## config.mk

```make
export PLATFORM = sky130hd
export DESIGN_NAME = i4002_ram
export DESIGN_NICKNAME = d
export VERILOG_FILES = /design/src/rtl/i4002_ram.sv
export SDC_FILE = /design/constraint.sdc
export NUM_CORES = 1
export LEC_CHECK = 0
export BUFFER_PORTS_ARGS = -buffer_cell sky130_fd_sc_hd__buf_2
export CORE_ASPECT_RATIO = 1.1
export CORE_MARGIN = 5
export CORE_UTILIZATION = 50
export CTS_CLUSTER_DIAMETER = 50
export DETAILED_ROUTE_END_ITERATION = 7
export GPL_ROUTABILITY_DRIVEN = 0
export PLACE_DENSITY_LB_ADDON = 0.3
export SYNTH_ARGS = -nofsm -noshare
export SYNTH_HDL_FRONTEND = slang
export SYNTH_SLANG_ARGS = --single-unit
```

## constraint.sdc

```tcl
create_clock -name clk_i -period 3.21 [get_ports clk_i]
set_clock_uncertainty 0.15 [all_clocks]
set_input_delay 0.1605 -clock clk_i [delete_from_list [all_inputs] [get_ports clk_i]]
set_output_delay 0.1605 -clock clk_i [all_outputs]
set_load 0.05 [all_outputs]
```

## src/rtl/i4002_ram.sv

```systemverilog
// ---------------------------------------------------------------------------
// i4002_ram -- MCS-4 style 4002 data RAM with 4-bit output port.
//
// Tracks the 8-phase MCS-4 instruction cycle by watching PHI2 rising edges
// (sampled on clk_i), decodes SRC addressing and the RAM I/O instructions
// that the CPU announces with CM-RAM, and drives the data bus during X2 of
// read instructions.
//
// Storage: 4 registers x (16 main + 4 status) characters of 4 bits.
// The array has no reset; only control state is cleared.
//
// Ports:
//   clk_i    in   1  system clock, all state changes on rising edge
//   rst_ni   in   1  asynchronous active-low reset
//   PHI1_i   in   1  clock phase 1, qualifier only
//   PHI2_i   in   1  clock phase 2, its rising edge advances the phase
//   SYNC_i   in   1  CPU SYNC, next phase is A1 when high at an advance
//   CM_i     in   1  CM-RAM line
//   D_i      in   4  data bus from the CPU
//   D_o      out  4  data bus value driven by this chip
//   D_oe_o   out  1  bus drive enable
//   PORT_o   out  4  latched output port
//
// Parameter CHIP_ID selects which SRC D3:D2 value addresses this chip.
// Optional feature macro: I4002_OUTPUT_PORT_EN (defined -> WMP drives
// PORT_o through a register; undefined -> PORT_o is constant 4'h0).
// ---------------------------------------------------------------------------
module i4002_ram #(
    parameter logic [1:0] CHIP_ID = 2'd0
) (
    input  logic       clk_i,
    input  logic       rst_ni,
    input  logic       PHI1_i,
    input  logic       PHI2_i,
    input  logic       SYNC_i,
    input  logic       CM_i,
    input  logic [3:0] D_i,
    output logic [3:0] D_o,
    output logic       D_oe_o,
    output logic [3:0] PORT_o
);

    typedef enum logic [2:0] {
        PH_A1 = 3'd0,
        PH_A2 = 3'd1,
        PH_A3 = 3'd2,
        PH_M1 = 3'd3,
        PH_M2 = 3'd4,
        PH_X1 = 3'd5,
        PH_X2 = 3'd6,
        PH_X3 = 3'd7
    } phase_t;

    phase_t      r_phase;
    logic        r_phi2Prev;
    logic        r_ioArmed;
    logic [3:0]  r_ioOp;
    logic        r_selected;
    logic        r_chrArm;
    logic [1:0]  r_regPtr;
    logic [3:0]  r_chrPtr;
    logic [3:0]  r_dout;
    logic        r_doe;

    logic [3:0]  r_main   [4][16];
    logic [3:0]  r_status [4][4];

    logic        w_advance;
    phase_t      w_nextPhase;
    logic        w_execX2;
    logic        w_isRead;
    logic        w_wrMain;
    logic        w_wrStatus;
    logic [3:0]  w_rdData;

    // A phase step is a clean PHI2 rising edge; edges that arrive while
    // PHI1 is still high are treated as glitches and ignored.
    assign w_advance = PHI2_i & ~r_phi2Prev & ~PHI1_i;

    // SYNC overrides the sequence; X3 (3'd7) naturally wraps to A1 (3'd0).
    always_comb begin
        w_nextPhase = phase_t'(r_phase + 3'd1);
        if (SYNC_i) begin
            w_nextPhase = PH_A1;
        end
    end

    // An I/O instruction executes on the step into X2, only for the
    // selected chip.
    assign w_execX2 = w_advance && (w_nextPhase == PH_X2) && r_ioArmed && r_selected;

    // Read codes: SBM(8), RDM(9), ADM(B), RD0-RD3(C-F).
    assign w_isRead = (r_ioOp == 4'h8) || (r_ioOp == 4'h9) ||
                      (r_ioOp == 4'hB) || (r_ioOp[3:2] == 2'b11);

    assign w_wrMain   = w_execX2 && (r_ioOp == 4'h0);
    assign w_wrStatus = w_execX2 && (r_ioOp[3:2] == 2'b01);

    assign w_rdData = (r_ioOp[3:2] == 2'b11) ? r_status[r_regPtr][r_ioOp[1:0]]
                                             : r_main[r_regPtr][r_chrPtr];

    // Phase tracking, SRC/I/O decode and the registered bus driver.
    // Every advance drops the bus; only the step into X2 of a read
    // re-enables it, so the drive lasts exactly one phase.
    always_ff @(posedge clk_i or negedge rst_ni) begin
        if (!rst_ni) begin
            r_phase    <= PH_A1;
            r_phi2Prev <= 1'b0;
            r_ioArmed  <= 1'b0;
            r_ioOp     <= 4'h0;
            r_selected <= 1'b0;
            r_chrArm   <= 1'b0;
            r_regPtr   <= 2'd0;
            r_chrPtr   <= 4'h0;
            r_dout     <= 4'h0;
            r_doe      <= 1'b0;
        end else begin
            r_phi2Prev <= PHI2_i;
            if (w_advance) begin
                r_phase <= w_nextPhase;
                r_doe   <= 1'b0;
                r_dout  <= 4'h0;
                case (w_nextPhase)
                    PH_A1: begin
                        r_ioArmed <= 1'b0;
                        r_chrArm  <= 1'b0;
                    end
                    PH_M2: begin
                        if (CM_i) begin
                            r_ioOp    <= D_i;
                            r_ioArmed <= 1'b1;
                        end
                    end
                    PH_X2: begin
                        if (r_ioArmed) begin
                            if (r_selected && w_isRead) begin
                                r_doe  <= 1'b1;
                                r_dout <= w_rdData;
                            end
                        end else if (CM_i) begin
                            // SRC: the high address nibble picks the chip.
                            r_selected <= (D_i[3:2] == CHIP_ID);
                            r_regPtr   <= D_i[1:0];
                            r_chrArm   <= 1'b1;
                        end
                    end
                    PH_X3: begin
                        if (r_chrArm && r_selected) begin
                            r_chrPtr <= D_i;
                        end
                        r_chrArm <= 1'b0;
                    end
                    default: begin
                    end
                endcase
            end
        end
    end

    // Memory array: deliberately not reset so contents survive a reset.
    always_ff @(posedge clk_i) begin
        if (w_wrMain) begin
            r_main[r_regPtr][r_chrPtr] <= D_i;
        end
        if (w_wrStatus) begin
            r_status[r_regPtr][r_ioOp[1:0]] <= D_i;
        end
    end

`ifdef I4002_OUTPUT_PORT_EN
    logic [3:0] r_port;

    // WMP (code 1) latches the X2 data onto the output port.
    always_ff @(posedge clk_i or negedge rst_ni) begin
        if (!rst_ni) begin
            r_port <= 4'h0;
        end else if (w_execX2 && (r_ioOp == 4'h1)) begin
            r_port <= D_i;
        end
    end

    assign PORT_o = r_port;
`else
    assign PORT_o = 4'h0;
`endif

    assign D_o    = r_dout;
    assign D_oe_o = r_doe;

endmodule

```

# Word level (Yosys, flattened, before mapping)
# Memory sizes are Yosys's and may differ from the RTL's.
# Cells that the tools add are included.
# word_totals
reg_bits	22
latch_bits	0
mem_bits_rw	320
romBits	0
in_bits	10
output_inout_bits	9
elab_cells	84
mem_count	2
# op_classes
n_addsub	1
multipliers	0
div	0
order_cmp	4
n_eq_ne	11
n_shift	0
n_mux	26
n_bitwise	7
reduce_logical	23
# memory_table
memory	depth	width	read_ports	rd_clocked_by_memory_dff	wr	line_no	source
r_main	4	64	1	0	1	65	logic [3:0] r_main [4][16];
r_status	4	16	1	0	1	66	logic [3:0] r_status [4][4];
# op_table
operator	n
$mux W64	1
$mux W4	10
$bmux W4 S4	1
$demux W4 S4	1
$mux W16	1
$eq A4 B4 Y1 const B	3
$eq A3 B3 Y1 const B	3
$logic_and A1 B1 Y1	9
$reduce_and A3 Y1	3
$bmux W4 S2	1
$demux W4 S2	1
$reduce_and A4 Y1	2
$mux W1	7
$ne A2 B2 Y1 const B	3
$ge A5 B5 Y1 const B	1
$lt A5 B1 Y1 const B	1
$not A4 Y5	1
$logic_not A4 Y1	1
$pmux W1 S2	2
$reduce_bool A2 Y1	2
$add A3 B1 Y3 const B	1
$ge A3 B3 Y1 const B	1
$logic_not A3 Y1	1
$logic_or A1 B1 Y1	3
9 further kinds	12

# Depth between registers and ports, before layout
# depth
word_depth	9
depth_mapped	10
depth_no_buf	6

# Worst setup path before layout
# Ideal clock, no wire load.
# synth_timing
path_kind	register -> register
startpoint	register r_phase[0]
endpoint	memory r_status[0][0] in the netlist's numbering (enable)
setup_time_ns	0.361
t_arrival_ns	2.213
t_required_ns	2.699
slack_ns	0.486
stages_incl_launch_ff	7
path_buffers	0
synth_period_minus_slack_ns	2.724
path_cell_list	dfrtp_1 > ha_1 > xnor2_1 > or4_4 > nor3b_4 > nand3_1 > nor3_1
# synth_via
elab_chain_len	9
# synth_rtl
item	line_no	source
from (decl)	54	phase_t r_phase;
from (signal assigned)	120	r_phase <= w_nextPhase;
$add A3 B1 Y3	82	w_nextPhase = phase_t'(r_phase + 3'd1);
$mux W3	83	if (SYNC_i) begin
$eq A3 B3 Y1	90	assign w_execX2 = w_advance && (w_nextPhase == PH_X2) && r_ioArmed && r_selected;
$logic_and A1 B1 Y1 (3 in a row)	90	
$logic_and A1 B1 Y1	97	assign w_wrStatus = w_execX2 && (r_ioOp[3:2] == 2'b01);
$mux W1	165	if (w_wrStatus) begin
$mux W16 (implied by the code)	166	r_status[r_regPtr][r_ioOp[1:0]] <= D_i;
to (decl)	66	
# Every way passes these cells.

# Final worst setup path
# layout_timing
startpoint	register r_phase[0]
endpoint	memory r_main[3][0] in the netlist's numbering (enable)
# layout_via
elab_chain_len	9
# layout_rtl
item	line_no	source
$add A3 B1 Y3	82	
$mux W3	83	
$eq A3 B3 Y1	90	
$logic_and A1 B1 Y1 (3 in a row)	90	
$logic_and A1 B1 Y1	96	assign w_wrMain = w_execX2 && (r_ioOp == 4'h0);
$mux W1	162	if (w_wrMain) begin
$mux W64 (implied by the code)	163	r_main[r_regPtr][r_chrPtr] <= D_i;
to (decl)	65	
# Every way passes these cells.

==> results.md <==
- The flow ran to the end, and the final reports show no timing, DRC or antenna violations.
- The most congested layer reported by global routing is met2.
- The number of violations of the max-capacitance limit is 0.
- Counting flops with a built-in enable in the synthesized netlist gives 320.
- Setup slack on the worst reg-to-reg path comes out at 0.13 ns.
- The logic gate share of total power is 6.3%.
- Sequential cells were found to cover between 70% and 80% of the synthesized design area.
- The final layout contains 854 nets.
- Per report_power, the sequential group accounts for 50.7% of the total.
- Global routing finished with a remaining overflow of 0.
- The met3 usage is 2.83%.
- For this design the ratio of total power to cell area is approximately 600 nW/um^2.
- The via count of the first global-routing pass is about 7,600.
- The number of nets with antenna violations after detailed routing is 0.
- Counting cells, the worst reg-to-reg path comes to 7.
- The async set or reset register ratio after synthesis is about 6.4%.
- Setup repair after global routing left no endpoint under its margin.
- In the global route stage, met2 resource usage came out at 32.5%.
- The number of cells after detailed placement is 1,158.
- The area growth from synthesis to layout is 15.5%.
- The endpoint of the worst register-to-register path is r_main[3][0].
- For this run, the top clock speed supported by timing is 324 MHz.
- The clock tree from TritonCTS is built.
- The number of cells in the finished layout apart from fillers is 1,226.
- The via-per-instance ratio is 6.00.
- Leaving out fill and tap cells, the most frequent cell in the layout is edfxtp_1.
- In the routed design, unresolved DRC markers number 0.
- Synthesis produced a netlist whose cell count is 756.
- The startpoint of the worst-slack reg-to-reg timing path is r_phase[0].
- The total of endpoints with negative setup slack in the final report is 0.
- STA puts the critical path data required time at 3.22 ns.
- STA puts the critical path data arrival time at 3.09 ns.
- The static leakage is 0.00509 uW.
- At the pin with the least slew margin, the transition time is 0.967 ns.
- The post-layout minimum cycle time is 3.08 ns.
- The combined area of all synthesized cells is 13,800 um^2.
- The area of the die is a little over 30,000 um^2.
- STA classifies the critical path startpoint as a register.
- The flip-flop cell with the highest count after synthesis is edfxtp_1.
- Clock-pin slew was measured on the worst setup and hold paths at 0.06 ns.
- Leaving out fill and tap cells, the most frequent cells in the layout are edfxtp_1 (320), nor2_1 (95), mux4_2 (70), buf_4 (69), clkbuf_16 (37).
- The die extent in y is 184 um.
- The floorplan step set the die width to 168 um.
- The number of antenna violations at the first check in global routing was 0.
- In this run, the clock network consumes 43.0% of the power.
- The timing endpoint of the critical path is r_main[3][0].
- After the first detailed-routing iteration, the DRC count stood at 755.
- 0 antenna diodes ended up in the layout.
- The final hold violation count is 0.
- The fill cell instance count of the final layout is 2,009.
- The half-perimeter wire length after detailed placement is 19,100 um.
- The overall fraction of global-route tracks in use is 19.4%.
- IR analysis of the VDD net gives a maximum drop of 0.474 mV.
- CTS built an H-tree with a depth of 2.
- The clock reaches the later pin of the worst-skew pair after ~0.50 ns.
- Clock tree synthesis found a total of 342 sinks.
- The first-pass detailed-route iteration total is 5.
- The internal power of the cells totals 7790 uW.
- The tree is rooted in a clkbuf_16.
- The maximum fanout count along the critical path is 7.
- The first global-routing pass estimated ~46,000 um of wire.
- In this run the worst setup path begins at r_phase[0].
- The fraction of power spent switching nets is 20.5%.
- The critical path class is register to register.
- The wire length per cell after detailed routing is 24.3 um.
- The number of setup buffers added after CTS is 0.
- The number of distinct library cell variants in the gate-level netlist after synthesis is 44.
- The share of final-layout standard cells stronger than drive strength 1 is 26.9%.
- The number of buffers inserted during clock tree synthesis is 36.
- The worst setup path is captured at a register.
- In this run the power spent charging and discharging nets is 2010 uW.
- The quantity of I/O buffers inserted on ports is 14.
- The average instance in the mapped netlist occupies 18.3 um^2.
- The I/O pin total is 19.
- Dividing the final minimum period by the clock period gives 96.0%.
- For this run, the number of Yosys warnings is 0.
- The worst hold path class is input port to async pin.
- The standard cell area after detailed placement is about 15,000 um^2.
- The cell area after layout is 15,900 um^2.
- The floorplan step defined a core boundary enclosing 27,100 um^2.
- Adding up every negative setup slack in the final design gives 0 ns.
- The deepest clock path buffer count is 3.
- The number of synthesized register bits is 342.
- In the global route stage, met1 resource usage came out at 27.2%.
- The number of max-slew violations in the final report came to 0.
- Measured against its own limit, the worst slew margin works out to 35.5%.
- Detailed routing inserted a total of ~7,400 vias.
- Entering global routing, the biggest net connects 84 pins.
- For this configuration, the core starts out at a cell density of about half.
- The overall routed net length is 29,800 um.
- The floorplan has 63 rows.
==> synth_stat cells (11+ instances only) <==
| cell | count | area, um^2 |
|---|---|---|
| nor2b_1 | 19 | 119 |
| a211oi_1 | 15 | 113 |
| o21ai_0 | 11 | 55.1 |
| dfrtp_1 | 22 | 551 |
| edfxtp_1 | 320 | 9610 |
| nor4_1 | 11 | 68.8 |
| mux4_2 | 70 | 1580 |
| buf_2 | 13 | 65.1 |
| clkbuf_1 | 13 | 48.8 |
| mux2_2 | 18 | 203 |
| nor2_1 | 95 | 357 |
| mux2i_1 | 28 | 280 |
| nand2_1 | 31 | 116 |
==> worst min-delay path by stage <==
stage,start,slack (ns),cells past startpoint,end
global route,D_i[2],0.03,1,r_main[3][22]
detailed placement,rst_ni,0.005,1,r_ioArmed
CTS,rst_ni,0.02,2,r_ioArmed
floorplan,rst_ni,-0.29,0,D_o[0]
finish,rst_ni,0.02,2,r_chrPtr[1]
global placement,rst_ni,-0.006,1,r_phase[2]
==> metal layers <==
metal	wire, um	up-vias	share of wire, %
li1	-	3181	-
met1	12400	3807	42
met2	14900	321	50
met3	1820	49	6.1
met4	703	0	2.4
met5	0	-	0
==> timing repair <==
action	4_1_cts	5_1_grt
gates resized for setup	0	0
endpoints found under the hold margin	28	0
hold buffers	4	0
==> state kept, by name, indices dropped and copies added, names as in the netlist <==
name / cells
r_selected: 1
r_chrPtr: 4
r_regPtr: 2
D_oe_o: 1
r_ioOp: 4
D_o: 4
r_phi2Prev: 1
r_chrArm: 1
r_ioArmed: 1
r_phase: 3
r_status: 64
r_main: 256
==> logic make-up (layout without fill, tap and decap cells) <==
group	after synthesis	after routing	share of synthesized area (%)
buffers and inverters	46	156	1.72
flip-flops	342	342	73.6
other	1	4	0.0272
multiplexers	116	116	14.9
XOR/XNOR	1	1	0.0635
adder cells (fa/ha/maj)	1	1	0.0906
AO/OA/AOI/OAI	57	57	2.87
AND/OR/NAND/NOR	192	192	6.72
==> worst max-delay path: stages (launching register included) <==
cell      delay [ns]
dfrtp_1         0.45
ha_1            0.40
nand3b_1        0.12
or4_4           0.60
nor4_4          0.34
nand2_1         0.15
buf_4           0.20
nor2_1          0.32
==> power groups by stage <==
stage	clock (uW)	sequential [uW]	combinational, uW
4_1_cts	4280	4970	624
3_3_place_gp	0	5060	596
6_report	4210	4970	619
5_1_grt	4480	4980	667
2_1_floorplan	0	5030	432
3_5_place_dp	0	5070	618
==> through the flow <==
step           utilization, %  worst slack, ns  power (uW)  hold WS [ns]
2_1_floorplan               -            0.486        5460        -0.285
3_3_place_gp             54.2            0.255        5660      -0.00580
3_5_place_dp             54.2            0.150        5680       0.00526
4_1_cts                  58.8            0.137        9880        0.0154
5_1_grt                  58.8          0.00538       10100        0.0331
6_report                 58.8            0.128        9800        0.0150
==> final cells by class <==
type	instances	area (um^2)	area share, %
Clock buffer	50	1010	6.37
Clock inverter	14	199	1.25
Inverter	4	15.0	0.0942
Multi-Input combinational cell	371	3420	21.5
Sequential cell	342	10200	63.8
Tap cell	357	447	2.80
Timing Repair Buffer	88	678	4.25
Note: power is estimated with default switching activity, not from simulation.
